<file path="config.mk">
export PLATFORM = sky130hd
export DESIGN_NAME = tim_copy
export DESIGN_NICKNAME = d
export VERILOG_FILES = /design/src/rtl/tim_copy_pkg.sv /design/src/rtl/tim_copy.sv
export SDC_FILE = /design/constraint.sdc
export NUM_CORES = 1
export LEC_CHECK = 0
export CELL_PAD_IN_SITES_DETAIL_PLACEMENT = 0
export CELL_PAD_IN_SITES_GLOBAL_PLACEMENT = 1
export CORE_MARGIN = 5
export CORE_UTILIZATION = 30
export CTS_BUF_LIST = sky130_fd_sc_hd__clkbuf_8
export CTS_CLUSTER_SIZE = 25
export DETAILED_ROUTE_END_ITERATION = 16
export GPL_ROUTABILITY_DRIVEN = 0
export PLACE_DENSITY = 0.78
export SYNTH_ARGS = -nofsm -noshare
export SYNTH_HDL_FRONTEND = slang
export SYNTH_SLANG_ARGS = --single-unit
</file>
<file path="constraint.sdc">
create_clock -name clock -period 5.5 [get_ports clock]
set_input_delay 0.55 -clock clock [delete_from_list [all_inputs] [get_ports clock]]
set_output_delay 0.55 -clock clock [all_outputs]
set_load 0.01 [all_outputs]
</file>
<file path="src/rtl/tim_copy_pkg.sv">
// Shared definitions for the tim_copy block-copy/fill initiator:
// FSM states, the architectural register bundle and its reset value.
package tim_copy_wires;

    localparam int unsigned MAX_CNT_W = 32;
    localparam logic [31:0] WORD_STEP = 32'd4;

    typedef enum logic [2:0] {
        IDLE,
        RD_REQ,
        RD_WAIT,
        WR_REQ,
        WR_WAIT,
        FIN
    } state_t;

    // remaining is sized for the widest supported word_count; narrower counts are zero-extended.
    typedef struct packed {
        state_t                 state;
        logic [31:0]            src;
        logic [31:0]            dst;
        logic [MAX_CNT_W-1:0]   remaining;
        logic [31:0]            data;
        logic [31:0]            fill;
        logic                   mode;
        logic                   error;
    } regs_t;

    localparam regs_t REGS_INIT = '{
        state:     IDLE,
        src:       32'h0,
        dst:       32'h0,
        remaining: '0,
        data:      32'h0,
        fill:      32'h0,
        mode:      1'b0,
        error:     1'b0
    };

    function automatic logic [31:0] word_align(input logic [31:0] addr);
        return addr & ~32'h3;
    endfunction

endpackage

</file>
<file path="src/rtl/tim_copy.sv">
// Block copy / fill engine that masters the TIM valid/addr/wdata/wstrb port set,
// keeping exactly one request outstanding and pulsing done on completion or abort.
module tim_copy
    import tim_copy_wires::*;
#(
    parameter int unsigned cnt_width = 16
) (
    input  logic                 clock,
    input  logic                 reset,
    input  logic                 start,
    input  logic                 mode,
    input  logic [31:0]          src_addr,
    input  logic [31:0]          dst_addr,
    input  logic [cnt_width-1:0] word_count,
    input  logic [31:0]          fill_data,
    output logic                 busy,
    output logic                 done,
    output logic                 error,
    output logic                 mem_valid,
    output logic                 mem_instr,
    output logic [31:0]          mem_addr,
    output logic [31:0]          mem_wdata,
    output logic [3:0]           mem_wstrb,
    input  logic [31:0]          mem_rdata,
    input  logic                 mem_ready,
    input  logic                 mem_error
);

    regs_t       regs_q;
    logic        mem_valid_q;
    logic [31:0] mem_addr_q;
    logic [31:0] mem_wdata_q;
    logic [3:0]  mem_wstrb_q;
    logic        done_q;

    // Requests are launched on the edge that enters RD_REQ/WR_REQ, so mem_valid
    // is high for exactly the one cycle spent in the *_REQ state.
    always_ff @(posedge clock) begin
        if (!reset) begin
            regs_q      <= REGS_INIT;
            mem_valid_q <= 1'b0;
            mem_addr_q  <= 32'h0;
            mem_wdata_q <= 32'h0;
            mem_wstrb_q <= 4'h0;
            done_q      <= 1'b0;
        end else begin
            mem_valid_q <= 1'b0;
            done_q      <= 1'b0;
            case (regs_q.state)
                IDLE: begin
                    if (start) begin
                        regs_q.src       <= word_align(src_addr);
                        regs_q.dst       <= word_align(dst_addr);
                        regs_q.remaining <= MAX_CNT_W'(word_count);
                        regs_q.fill      <= fill_data;
                        regs_q.mode      <= mode;
                        regs_q.error     <= 1'b0;
                        if (word_count == '0) begin
                            regs_q.state <= FIN;
                        end else if (mode) begin
                            regs_q.state <= WR_REQ;
                            mem_valid_q  <= 1'b1;
                            mem_addr_q   <= word_align(dst_addr);
                            mem_wdata_q  <= fill_data;
                            mem_wstrb_q  <= 4'hF;
                        end else begin
                            regs_q.state <= RD_REQ;
                            mem_valid_q  <= 1'b1;
                            mem_addr_q   <= word_align(src_addr);
                            mem_wdata_q  <= 32'h0;
                            mem_wstrb_q  <= 4'h0;
                        end
                    end
                end
                RD_REQ: regs_q.state <= RD_WAIT;
                RD_WAIT: begin
                    if (mem_ready) begin
                        if (mem_error) begin
                            regs_q.error <= 1'b1;
                            regs_q.state <= FIN;
                            done_q       <= 1'b1;
                        end else begin
                            regs_q.data  <= mem_rdata;
                            regs_q.src   <= regs_q.src + WORD_STEP;
                            regs_q.state <= WR_REQ;
                            mem_valid_q  <= 1'b1;
                            mem_addr_q   <= regs_q.dst;
                            mem_wdata_q  <= mem_rdata;
                            mem_wstrb_q  <= 4'hF;
                        end
                    end
                end
                WR_REQ: regs_q.state <= WR_WAIT;
                WR_WAIT: begin
                    if (mem_ready) begin
                        if (mem_error) begin
                            regs_q.error <= 1'b1;
                            regs_q.state <= FIN;
                            done_q       <= 1'b1;
                        end else begin
                            regs_q.dst       <= regs_q.dst + WORD_STEP;
                            regs_q.remaining <= regs_q.remaining - MAX_CNT_W'(1);
                            if (regs_q.remaining == MAX_CNT_W'(1)) begin
                                regs_q.state <= FIN;
                                done_q       <= 1'b1;
                            end else if (regs_q.mode) begin
                                regs_q.state <= WR_REQ;
                                mem_valid_q  <= 1'b1;
                                mem_addr_q   <= regs_q.dst + WORD_STEP;
                                mem_wdata_q  <= regs_q.fill;
                                mem_wstrb_q  <= 4'hF;
                            end else begin
                                regs_q.state <= RD_REQ;
                                mem_valid_q  <= 1'b1;
                                mem_addr_q   <= regs_q.src;
                                mem_wdata_q  <= 32'h0;
                                mem_wstrb_q  <= 4'h0;
                            end
                        end
                    end
                end
                // A zero-count start lands here with done low, so it spends one extra cycle.
                FIN: begin
                    if (done_q) begin
                        regs_q.state <= IDLE;
                    end else begin
                        done_q <= 1'b1;
                    end
                end
                default: regs_q <= REGS_INIT;
            endcase
        end
    end

    assign busy      = (regs_q.state != IDLE);
    assign done      = done_q;
    assign error     = regs_q.error;
    assign mem_valid = mem_valid_q;
    assign mem_instr = 1'b0;
    assign mem_addr  = mem_addr_q;
    assign mem_wdata = mem_wdata_q;
    assign mem_wstrb = mem_wstrb_q;

endmodule

</file>
[Word level (Yosys, flattened, before mapping)]
Cells that the tools add are included.
Storage, ports and cells
  output and inout bits: 73
  memories: 0
  bits in writable memories: 0
  flip-flop bits (word level): 203
  word-level logic and storage cells: 116
  bits of input ports: 150
  latch bits: 0
  ROM bits: 0
Operators by class
  $mul: 0
  divide/modulo/power cells: 0
  add/sub/neg operators: 3
  mux-type cells: 66
  bitwise gates (word level): 4
  shift operators: 0
  $lt $le $gt $ge: 0
  equal/unequal tests: 16
  reductions and logical operators: 15
Operators by type and width (number)
  $mux 32: 19
  $pmux 32 s3: 3
  $pmux 64 s3: 1
  $mux 64: 2
  $mux 99: 1
  $pmux 33 s2: 1
  $add 32x3->32 const B: 2
  $mux 4: 9
  $mux 35: 1
  $mux 34: 1
  $eq 32x1->1 const B: 1
  $sub 32x1->32 const B: 1
  $mux 3: 6
  $pmux 3 s6: 1
  $logic_not 16->1: 1
  $ne 2x2->1 const B: 8
  $reduce_and 4->1: 4
  $mux 1: 15
  $pmux 4 s3: 1
  $pmux 1 s3: 3
  $reduce_and 8->1: 1
  $reduce_or 4->1: 2
  $eq 3x2->1 const B: 2
  $eq 3x3->1 const B: 2
  other kinds (10): 16

[Longest topological paths before layout]
  depth in word-level cells: 6
  mapped depth: 9
  depth with buffers taken out: 7

[Worst setup path before layout]
Ideal clock, no wire load.
  path kind: input port to flip-flop
  start point: input start
  end point: register regs_q[96] in the netlist's numbering
  buffers on the path: 0
  setup slack: 3.334 ns
  data required time: 5.428 ns
  stages: 6
  setup time: 0.072 ns
  data arrival time: 2.094 ns
  path through: or3b_4 > a21o_1 > a211oi_4 > nand2_2 > or4_1 > a21oi_1
Between the ends
  cells in the longest elaborated chain, start to end: 2
Ends and longest elaborated chain
  start, declared: line tim_copy.sv:10  | input logic start,
  $ne 2x2->1 (no line)
  $reduce_and 4->1 (no line)
  end, declared: line tim_copy.sv:29  | regs_t regs_q;
No other way between the ends.
A chain may end at the register's enable or synchronous reset.

[Worst setup path in the final report]
  start point: register regs_q[164] in the netlist's numbering
  end point: register mem_addr_q[30], in the netlist mem_addr[30]
Between the ends
  cells in the longest elaborated chain, start to end: 3
  elaborated cells between the ends (all ways): 13
  those cells by class: eq/ne (9); mux (1); reduce/logical (3)
Ends and longest elaborated chain
  $eq 3x3->1, or another cell as far along: line tim_copy.sv:49  | case (regs_q.state)
  $ne 2x2->1 (no line) or $reduce_bool 3->1 (tied branches)
  $reduce_and 8->1 (no line)
  end signal, assigned: line tim_copy.sv:63  | mem_addr_q <= word_align(dst_addr);
  end signal, assigned: line tim_copy.sv:69  | mem_addr_q <= word_align(src_addr);
  end signal, assigned: line tim_copy.sv:87  | mem_addr_q <= regs_q.dst;
  end, declared: line tim_copy.sv:31  | logic [31:0] mem_addr_q;
Several ways; a longest one is shown, not always the timed one.

==> metrics <==
initial core utilization 0.3034; slowest CP cell buf_4; ys async rst share 0; via/cell ratio 5.626; CTS root buf clkbuf_8; DRT iter0 DRCs 1082; Yosys cell types 76; # nets final 1685; vias in the first global route 10550; leakage power total 4.630 nW; via count 11290; Int Pwr 0.002621 W; #FFs+latches synth 194; status finished clean; Flop pwr share 0.416; Pwr per Cell Area 323.2 nW/um^2; Total GRT Usage 0.2034; crit-path leading delay family buffers and inverters; PortBufs 215; Fin Setup TNS 0 ps; CP dominant cell by count buf_4; GRT Residual Overflow 0; net switching power 0.001762 W; CTS H-tree depth 4; fin crit share 0.6054; nature of the critical path startpoint flip-flop; CTS tree built; Slew Limit Fails 0; Setup violations, final 0; Die X 199.4 um; layout cells sized above 1 0.06930; Worst EP arrival 3730 ps; CP Cell Sequence buf_4 > nor3_4 > inv_1 > o21bai_1 > a211oi_4 > buf_4 > o311ai_0 > o221a_2; clk buf depth 2; setup clock skew after layout 22.71 ps; Final Critical Period 3330 ps; Die ar. 39770 um^2; worst relative slew slack 0.2572; Hold Vio Cnt, Final 0; total clock sinks 194; Worst-path clk slew 110 ps; post-cts sizing count 0; Layout Cell Area excl Fill 13560 um^2; slew of the pin with the lowest slew margin 1114 ps; Peak VDD IR 0.0001990 V; Seq/Total Area, Yosys 0.3608; Data required, critical path 5900 ps; max-cap viol count 0; first-pass GRT wire length 62.94 mm; Switching Share 0.4021; CP max FO 98; Mapped Area 10770 um^2; initial antenna violation count 2; TritonRoute pass-1 iters 7; Worst path max stage delay 790 ps; WS Path Type reg -> reg; CP endpoint kind flip-flop; drt drc 0; Core Area 35480 um^2; Clk pwr share 0.204; ys flop type dfxtp_1; fmax 300.3 MHz; Post-synth EDFFs 0; syn_area_per_cell 7.745 um^2; Num CTS Buffers 17; area of the multi-input gates 6387 um^2; most common cell after layout, fill and taps aside clkdlybuf4s50_1; largest net degree at the start of global routing 99; IO Pins 223; HPWL Detailed 28.81 mm; Comb pwr share 0.380; cells after synthesis 1390; Post-DRT Antenna Nets 0; Syn. warnings 0; Total Wirelength 42.03 mm; cell area after placement 13210 um^2; most frequent cells in the layout clkdlybuf4s50_1, dfxtp_1, nor2_1, nand2_1, a21oi_1; FF+latch area 3885 um^2; area delta synth->final 25.96%; RSZ-0062 raised after global routing false; clk_lat worst skew 510 ps; post-CTS repair timing setup buffer count 0; Wirelength per Cell 20.95 um; Die Span Y 199.4 um; Crit path buffers/inverters 3; Hold Path Class reg -> reg; row count 69; fillcell total 3674; Post-CTS Hold Buffers 0
-- registers in the layout, summed over array words and instances (netlist names) --
name	cells
mem_wdata	32
mem_valid	1
mem_wstrb	1
error	1
regs_q	128
mem_addr	30
done	1
-- synthesized netlist by cell type, types with 9 or more instances --
library cell / number / area, um^2
xor2_1: 36 / 315.3
dfxtp_1: 194 / 3884
a22oi_1: 69 / 518.0
and3_1: 13 / 81.33
nor4_1: 15 / 93.84
mux2_2: 11 / 123.9
mux2i_1: 27 / 270.3
nand2_1: 161 / 604.3
a211oi_1: 11 / 82.58
a221oi_1: 17 / 148.9
clkbuf_1: 91 / 341.6
nor2_1: 172 / 645.6
xnor2_1: 18 / 157.7
nor3_1: 29 / 145.1
a311oi_1: 34 / 297.8
a21oi_1: 114 / 570.6
o21ai_0: 98 / 490.5
buf_2: 11 / 55.05
nand4_1: 20 / 125.1
a31oi_1: 15 / 93.84
and2_1: 10 / 62.56
o22ai_1: 9 / 56.30
inv_1: 9 / 33.78
nand3_1: 66 / 330.3
-- cells by family (layout without fill, tap and decap cells) --
family | Yosys count | after routing | share of synthesized area
AO/OA/AOI/OAI | 433 | 433 | 0.2677
flip-flops | 194 | 194 | 0.3608
adder cells (fa/ha/maj) | 4 | 4 | 0.004649
XOR/XNOR | 54 | 54 | 0.04393
other | 1 | 4 | 0.0003483
AND/OR/NAND/NOR | 537 | 537 | 0.2345
multiplexers | 38 | 38 | 0.03661
buffers and inverters | 129 | 281 | 0.05149
-- worst reg2reg max path, stage by stage, from the launching register on --
cell	delay [ps]
dfxtp_2	650
buf_4	420
nor3_4	60
inv_1	200
o21bai_1	180
a211oi_4	240
buf_4	790
o311ai_0	370
o221a_2	310
-- power by group through the flow --
stage / clock [W] / combinational, W / sequential (W)
after global routing: 0.000974 / 0.00182 / 0.00185
after detailed placement: 0 / 0.00166 / 0.00185
after global placement: 0 / 0.00165 / 0.00184
final: 0.000895 / 0.00167 / 0.00182
after floorplan: 0 / 0.000968 / 0.00183
after CTS: 0.000917 / 0.00167 / 0.00182
-- path summary, 6_finish.rpt --
path / start / endpoint / slack, ps / depth (start not counted)
worst max-delay path: regs_q[164] / mem_addr[30] / 2170 / 8
worst min-delay path: regs_q[3] / regs_q[3] / 450 / 2
worst max register to register: regs_q[164] / mem_addr[30] / 2170 / 8
worst min register to register: regs_q[3] / regs_q[3] / 450 / 2
-- routing by layer --
| layer | vias up | part of all wire | wire length [um] | track usage |
|---|---|---|---|---|
| met1 | 5391 | 0.44 | 18430 | 0.2823 |
| met2 | 436 | 0.46 | 19350 | 0.3189 |
| met3 | 65 | 0.078 | 3269 | 0.04350 |
| met4 | 4 | 0.023 | 956 | 0.06063 |
| met5 | - | 0.00057 | 24 | 0 |
| li1 | 5390 | - | - | - |
-- cell type report --
class,instances,area share
timing repair buffer,238,0.1711
clock inverter,15,0.008212
tap,461,0.04254
inverter,11,0.003229
multi-input combinational,1069,0.4710
antenna,1,0.0001845
clock buffer,17,0.01725
sequential,194,0.2865
-- metrics by stage --
step | total power, W | setup WS (ps) | hold WS [ps] | cells | util
after floorplan | 0.002794 | 3334 | 431.6 | 1392 | -
after global placement | 0.003488 | 2042 | 437.1 | 1973 | 0.3724
after detailed placement | 0.003503 | 2025 | 442.8 | 1973 | 0.3724
after CTS | 0.004399 | 2217 | 457.6 | 2005 | 0.3821
after global routing | 0.004641 | 1938 | 475.2 | 2005 | 0.3821
final | 0.004383 | 2170 | 453.7 | 2006 | 0.3822
Note: power is estimated with default switching activity, not from simulation.
